`config.mk`:
```
export PLATFORM = sky130hd
export DESIGN_NAME = vend_controller
export DESIGN_NICKNAME = d
export VERILOG_FILES = /design/src/rtl/vend_controller.sv
export SDC_FILE = /design/constraint.sdc
export NUM_CORES = 1
export LEC_CHECK = 0
export CORE_MARGIN = 2
export CORE_UTILIZATION = 35
export DETAILED_ROUTE_END_ITERATION = 8
export GPL_TIMING_DRIVEN = 0
export PLACE_DENSITY_LB_ADDON = 0.25
export SLEW_MARGIN = 25
export SYNTH_ARGS = -nofsm -noshare
export SYNTH_HDL_FRONTEND = slang
export SYNTH_SLANG_ARGS = --single-unit
export TNS_END_PERCENT = 50
```
`constraint.sdc`:
```
create_clock -name clk -period 5.42 [get_ports clk]
set_input_delay 0.813 -clock clk [delete_from_list [all_inputs] [get_ports clk]]
set_output_delay 0.813 -clock clk [all_outputs]
set_load 0.02 [all_outputs]
```
`src/rtl/vend_controller.sv`:
```
// Vending transaction controller: selection, stock check, payment handshake
// with timeout, timed dispense, and per-item stock bookkeeping with restock.
module vend_controller #(
  parameter int unsigned NUM_ITEMS       = 4,
  parameter int unsigned STOCK_W         = 4,
  parameter int unsigned INIT_STOCK      = 5,
  parameter int unsigned PAY_TIMEOUT     = 16,
  parameter int unsigned DISPENSE_CYCLES = 3,
  localparam int unsigned IDX_W = (NUM_ITEMS > 1) ? $clog2(NUM_ITEMS) : 1
) (
  input  logic               clk,
  input  logic               rst,
  input  logic               sel_valid,
  input  logic [IDX_W-1:0]   sel_item,
  input  logic               restock_valid,
  input  logic [IDX_W-1:0]   restock_item,
  output logic               pay_req,
  input  logic               pay_done,
  output logic               dispense,
  output logic [IDX_W-1:0]   dispense_item,
  output logic               busy,
  output logic               sold_out,
  output logic               timeout_err,
  output logic               stray_done,
  output logic [STOCK_W-1:0] stock_level
);

  localparam int unsigned WAIT_W = $clog2(PAY_TIMEOUT);
  localparam int unsigned DISP_W = (DISPENSE_CYCLES > 1) ? $clog2(DISPENSE_CYCLES) : 1;
  localparam logic [STOCK_W-1:0] STOCK_MAX = '1;

  typedef enum logic [1:0] {
    S_IDLE     = 2'd0,
    S_REQ      = 2'd1,
    S_WAIT_PAY = 2'd2,
    S_DISPENSE = 2'd3
  } state_t;

  state_t              r_state;
  logic [WAIT_W-1:0]   r_wait_cnt;
  logic [DISP_W-1:0]   r_disp_cnt;
  logic [IDX_W-1:0]    r_item;
  logic                r_sold_out;
  logic                r_timeout_err;
  logic                r_stray_done;
  logic [STOCK_W-1:0]  r_stock     [NUM_ITEMS];
  logic [STOCK_W-1:0]  w_stock_nxt [NUM_ITEMS];
  logic [NUM_ITEMS-1:0] w_inc_hit;
  logic [NUM_ITEMS-1:0] w_dec_hit;
  logic                w_dec;
  logic [STOCK_W-1:0]  w_sel_stock;

  assign w_dec       = (r_state == S_WAIT_PAY) && pay_done;
  assign w_sel_stock = (32'(sel_item) < NUM_ITEMS) ? r_stock[sel_item] : '0;

  assign pay_req       = (r_state == S_REQ);
  assign dispense      = (r_state == S_DISPENSE);
  assign busy          = (r_state != S_IDLE);
  assign dispense_item = r_item;
  assign sold_out      = r_sold_out;
  assign timeout_err   = r_timeout_err;
  assign stray_done    = r_stray_done;
  assign stock_level   = w_sel_stock;

  // Restock and decrement of the same item cancel; restock saturates at max.
  always_comb begin
    w_inc_hit = '0;
    w_dec_hit = '0;
    for (int i = 0; i < NUM_ITEMS; i++) begin
      w_inc_hit[i]   = restock_valid && (restock_item == IDX_W'(i));
      w_dec_hit[i]   = w_dec && (r_item == IDX_W'(i));
      w_stock_nxt[i] = r_stock[i];
      if (w_inc_hit[i] && !w_dec_hit[i]) begin
        if (r_stock[i] != STOCK_MAX) w_stock_nxt[i] = r_stock[i] + STOCK_W'(1);
      end else if (w_dec_hit[i] && !w_inc_hit[i]) begin
        w_stock_nxt[i] = r_stock[i] - STOCK_W'(1);
      end
    end
  end

  always_ff @(posedge clk or posedge rst) begin
    if (rst) begin
      for (int i = 0; i < NUM_ITEMS; i++) r_stock[i] <= STOCK_W'(INIT_STOCK);
    end else begin
      for (int i = 0; i < NUM_ITEMS; i++) r_stock[i] <= w_stock_nxt[i];
    end
  end

  // Transaction FSM with registered one-cycle status pulses.
  always_ff @(posedge clk or posedge rst) begin
    if (rst) begin
      r_state       <= S_IDLE;
      r_wait_cnt    <= '0;
      r_disp_cnt    <= '0;
      r_item        <= '0;
      r_sold_out    <= 1'b0;
      r_timeout_err <= 1'b0;
      r_stray_done  <= 1'b0;
    end else begin
      r_sold_out    <= 1'b0;
      r_timeout_err <= 1'b0;
      r_stray_done  <= pay_done && (r_state != S_WAIT_PAY);
      unique case (r_state)
        S_IDLE: begin
          if (sel_valid) begin
            r_item <= sel_item;
            if (w_sel_stock != '0) r_state <= S_REQ;
            else                   r_sold_out <= 1'b1;
          end
        end
        S_REQ: begin
          r_wait_cnt <= '0;
          r_state    <= S_WAIT_PAY;
        end
        S_WAIT_PAY: begin
          // Payment completion wins over an expiring timeout in the same cycle.
          if (pay_done) begin
            r_wait_cnt <= '0;
            r_disp_cnt <= '0;
            r_state    <= S_DISPENSE;
          end else if (r_wait_cnt == WAIT_W'(PAY_TIMEOUT - 1)) begin
            r_wait_cnt    <= '0;
            r_timeout_err <= 1'b1;
            r_state       <= S_IDLE;
          end else begin
            r_wait_cnt <= r_wait_cnt + WAIT_W'(1);
          end
        end
        S_DISPENSE: begin
          if (r_disp_cnt == DISP_W'(DISPENSE_CYCLES - 1)) begin
            r_disp_cnt <= '0;
            r_state    <= S_IDLE;
          end else begin
            r_disp_cnt <= r_disp_cnt + DISP_W'(1);
          end
        end
        default: r_state <= S_IDLE;
      endcase
    end
  end

endmodule

```
### Word-level counts from Yosys, hierarchy flattened

Index checks and enable logic that the tools add are counted.
Widths: inputs -> output; s select.

| storage, ports and cells | value |
|---|---|
| bits in registers | 29 |
| output and inout port bits | 12 |
| word-level logic and storage cells | 125 |

| operators by class | value |
|---|---|
| add/subtract/negate cells | 10 |
| magnitude comparators | 1 |
| eq/ne operators | 25 |
| mux-type cells | 33 |
| bitwise operators | 1 |
| reductions and logical operators | 44 |

Operators with widths:

| operator | number |
|---|---|
| $mux 4 | 16 |
| $add 4x1->4 const B | 5 |
| $logic_and 1x1->1 | 18 |
| $ne 4x4->1 const B | 4 |
| $sub 4x1->4 const B | 4 |
| $eq 2x2->1 const B | 7 |
| $mux 2 | 7 |
| $reduce_bool 2->1 | 7 |
| $reduce_and 2->1 | 6 |
| $ne 2x1->1 const B | 5 |
| $bmux 4 s2 | 1 |
| $logic_not 1->1 | 8 |
| $ne 2x2->1 const B | 4 |
| $pmux 2 s4 | 1 |
| $pmux 4 s2 | 1 |
| $eq 2x1->1 const B | 3 |
| $logic_not 2->1 | 3 |
| $mux 1 | 6 |
| $eq 4x4->1 const B | 1 |
| $pmux 2 s2 | 1 |
| $reduce_and 4->1 | 1 |
| $reduce_bool 4->1 | 1 |
| $ge 3x3->1 const B | 1 |
| $ne 3x2->1 const B | 1 |
| other kinds (2) | 2 |

### Longest topological paths before layout

| logic depth | value |
|---|---|
| depth in word-level cells | 8 |
| gate-level depth with buffers | 11 |
| mapped depth without buffers | 10 |

### Worst setup path before layout

Ideal clock, no wire load.

| timing | value |
|---|---|
| kind | flip-flop to flip-flop |
| from | reg r_state[0] |
| to | reg r_stock[15] in the netlist's numbering |
| arrival time | 2437 ps |
| required time | 5297 ps |
| path slack | 2861 ps |
| cell stages (with the launch flop) | 12 |
| buffers on the path | 1 |
| cells stage by stage | dfrtp_1 > inv_1 > ha_1 > clkbuf_2 > nand2_1 > o31ai_1 > ha_1 > a21o_1 > a21oi_1 > xnor2_1 > nand2_1 > xnor2_1 |

| between the ends | value |
|---|---|
| word-level cells in the longest chain between the ends | 7 |

Ends and longest elaborated chain:

| element | RTL line | RTL |
|---|---|---|
| from (decl) | 39 | `state_t r_state;` |
| from (signal assigned) | 92 | `r_state <= S_IDLE;` |
| from (signal assigned) | 107 | `if (w_sel_stock != '0) r_state <= S_REQ;` |
| from (signal assigned) | 113 | `r_state <= S_WAIT_PAY;` |
| $eq 2x2->1 * | 53 | `assign w_dec = (r_state == S_WAIT_PAY) && pay_done;` |
| $logic_and 1x1->1 * | 53 |  |
| $logic_and 1x1->1 * | 71 | `w_dec_hit[i] = w_dec && (r_item == IDX_W'(i));` |
| $logic_not 1->1 | 73 | `if (w_inc_hit[i] && !w_dec_hit[i]) begin` |
| $logic_and 1x1->1 | 73 |  |
| $ne 2x1->1 (no source line) / $reduce_bool 2->1 (equally long branches) | -- |  |
| $reduce_and 2->1 (no source line) | -- |  |
| to (decl) | 46 | `logic [STOCK_W-1:0] r_stock [NUM_ITEMS];` |

Every way passes the cells marked *; elsewhere a longest branch is shown, timed or not.
A chain may end at the register's enable or synchronous reset.

### Worst setup path in the final report

| timing | value |
|---|---|
| from | in sel_item[1] |
| to | out stock_level[1] |

| between the ends | value |
|---|---|
| word-level cells in the longest chain between the ends | 4 |

Ends and longest elaborated chain:

| element | RTL line | RTL |
|---|---|---|
| from (decl) | 14 | `input logic [IDX_W-1:0] sel_item,` |
| $not 2->3 (not written as such) | 54 | `assign w_sel_stock = (32'(sel_item) < NUM_ITEMS) ? r_stock[sel_item] : '0;` |
| $bmux 4 s2 | 54 |  |
| $mux 4 (not written as such) (2 in series) | 54 |  |
| to (decl) | 25 | `output logic [STOCK_W-1:0] stock_level` |

Every way passes these cells. The select of a mux whose other input is x is not followed.

==> results.txt <==
Die width - 75.2 um
Core ar. - 4820 um^2
Status - completed
Hold-fix buffers, CTS - 0
Fillers - 471
DR pass1 iterations - 4
CTS Sinks - 29
# resized after CTS - 0
Setup bufs post-CTS - 0
Syn_nets - 187
Internal Power - 714 uW
Slew Limit Fails - 0
Post-Route Setup TNS - 0 ns
Non-Filler Instances - 255
Final hold vios - 0
Root Buffer - clkbuf_8
Unique masters post-synth - 34
Synth Cell Area - 1770 um^2
Clock power share - 14.7%
Total Power - 1.20 mW
Power per cell area - 561 nW/um^2
Detail Route Antenna Nets - 0
# port buffers - 20
Area Growth Syn to Fin - 20.9%
Final Setup Violations - 0
CP top delay family - buffers and inverters
Via count - 1316
Congestion Overflow GR - 0
Worst Skew - 0.0101 ns
DRC - 0
Synth Area per Inst - 11.1 um^2
Clock Path Buffers - 2
Vias per Instance - 5.16
Worst path buffer plus inverter count - 2
Ports - 21
Setup crit end kind - primary output
Critical path's largest stage delay - 0.67 ns
Arr. time, crit path - 2.69 ns
Leading cell type in the layout, fill and taps excluded - dfrtp_1
Synth area leaders - dfrtp_1 30%, dfstp_2 12%, ha_1 9.9%
Net switching power - 488 uW
Initial antenna violation count - 0
Final instance area - 2140 um^2
Top cell type's share of synthesized area - 29.6%
Critical path data required time - 4.61 ns
CP cell instances - clkdlybuf4s50_1, mux4_1, clkdlybuf4s50_1
CTS tree - yes
Synth Instances - 160
Stages on the worst setup path - 3
Placed standard-cell area - 2060 um^2
Pleak - 0.878 nW
Reg2reg setup slack - 2.57 ns
GRT Total Usage - 15.3%
Slew margin rel. - 43.8%
Ys flop type - dfrtp_1
Final wirelength - 3580 um
CTS clock-pin slew for the worst setup and hold paths - 0.07 ns
Most frequent cells in the layout - 21 x dfrtp_1, 20 x clkdlybuf4s50_1, 15 x nand2_1
Worst-Skew Late Latency - 0.29 ns
Slew @ Worst Pin - 0.836 ns
Dpl hpwl - 2770 um
# nets final - 214
RR Startpoint - r_state[0]
Htree depth - 2
Register area share after synthesis - 41.5%
Fmax - 286 MHz
Minimum clock period - 3.50 ns
Leading area contributor after synthesis - dfrtp_1
Crit path top cell by count - clkdlybuf4s50_1
Routed length per placed instance - 14.0 um
Starting density of the core - 36.8%
Vias in the first global route - 1322
Crit-path slowest cell - mux4_1
Layout cells sized above 1 - 15.4%
Crit path kind - in2out
Core Rows - 25
Hold_ws - 0.500 ns
GP Congestion - 0.802
FF+latch area - 736 um^2
Worst setup SP type - primary input
Register share of total power - 37.5%
Die Area - 5650 um^2
#FFs+latches synth - 29
CP Launch Point - sel_item[1]
Area of the multi-input gates - 1010 um^2
Max-Cap Viols - 0
Fraction of registers with async set/reset - 100%
Critical Path Fanout Max - 5
CTS Buf Count - 5
EDFF count, synth - 0
Pin count of the biggest net entering global routing - 30
Die Ht - 75.2 um
Maximum VDD drop - 269 uV
Reg2reg end - r_stock[15]
Net Sw Frac - 40.6%
Worst Setup EP - stock_level[1]
Logic pwr share - 47.8%
R2R depth - 11
Placed insts - 247
Initial DRC count - 19
Antenna Cells - 0
Fin crit share - 64.5%
First-pass GRT wire length - 6360 um
YS warnings - 0
RSZ-0062 raised after global routing - false
Hold crit path type - reg2reg
## power groups by stage
stage	combinational (mW)	clock, mW	sequential [mW]
final	0.574	0.177	0.451
after global routing	0.648	0.192	0.473
after CTS	0.580	0.183	0.453
after detailed placement	0.579	0	0.456
after global placement	0.551	0	0.450
after floorplan	0.410	0	0.431
## cell type report
type | count | share of cell area, %
clock inverter | 3 | 0.817
inverter | 6 | 1.05
sequential | 29 | 34.3
timing repair buffer | 20 | 9.34
buffer | 1 | 0.234
tap | 67 | 3.91
clock buffer | 5 | 3.21
multi-input combinational | 124 | 47.1
## per-layer routing
layer,part of all wire [%],GRT usage (%)
met1,42,18.5
met2,52,25.7
met3,4.1,4.02
met4,1.9,6.82
met5,0,0
## through the flow
| stage | util, % | setup slack [ns] |
|---|---|---|
| finish | 44.5 | 1.92 |
| global route | 44.5 | 1.86 |
| CTS | 44.5 | 1.91 |
| detailed placement | 42.7 | 1.90 |
| global placement | 42.7 | 1.93 |
| floorplan | - | 2.86 |
## flip-flops by register name, indices dropped and copies added (netlist names)
name           flops
r_state            2
sold_out           1
timeout_err        1
dispense_item      2
r_stock           16
r_disp_cnt         2
stray_done         1
r_wait_cnt         4
## Yosys cell counts, drive strengths merged, types with 2 or more instances
cell and count:
nand3 8, nand4b 2, or4 2, a21o 4, o31ai 2, xnor2 12, ha 14, nand4 4
nor2 7, nand2b 2, mux4 4, dfrtp 21, fa 4, xor2 4, inv 6, dfstp 8
mux2 6, nand2 15, o21ai 10, and3b 2, nor2b 2, a21oi 12
## worst min path at each step
stage,startpoint,endpoint,slack (ns),depth (start not counted)
floorplan,r_wait_cnt[3],r_wait_cnt[3],0.45,1
global placement,r_wait_cnt[3],r_wait_cnt[3],0.48,1
detailed placement,r_stock[15],r_stock[15],0.49,1
CTS,r_wait_cnt[3],r_wait_cnt[3],0.50,1
global route,r_wait_cnt[3],r_wait_cnt[3],0.54,1
finish,r_wait_cnt[3],r_wait_cnt[3],0.50,1
## kinds of logic after synthesis
logic type | count (synthesis) | share of synthesized area (%)
mux | 11 | 9.67
simple gates | 48 | 14.3
compound gates | 31 | 10.7
xor+xnor | 16 | 7.90
buf+inv | 7 | 1.55
flops | 29 | 41.5
fa+ha+maj | 18 | 14.4
Note: power is estimated with default switching activity, not from simulation.
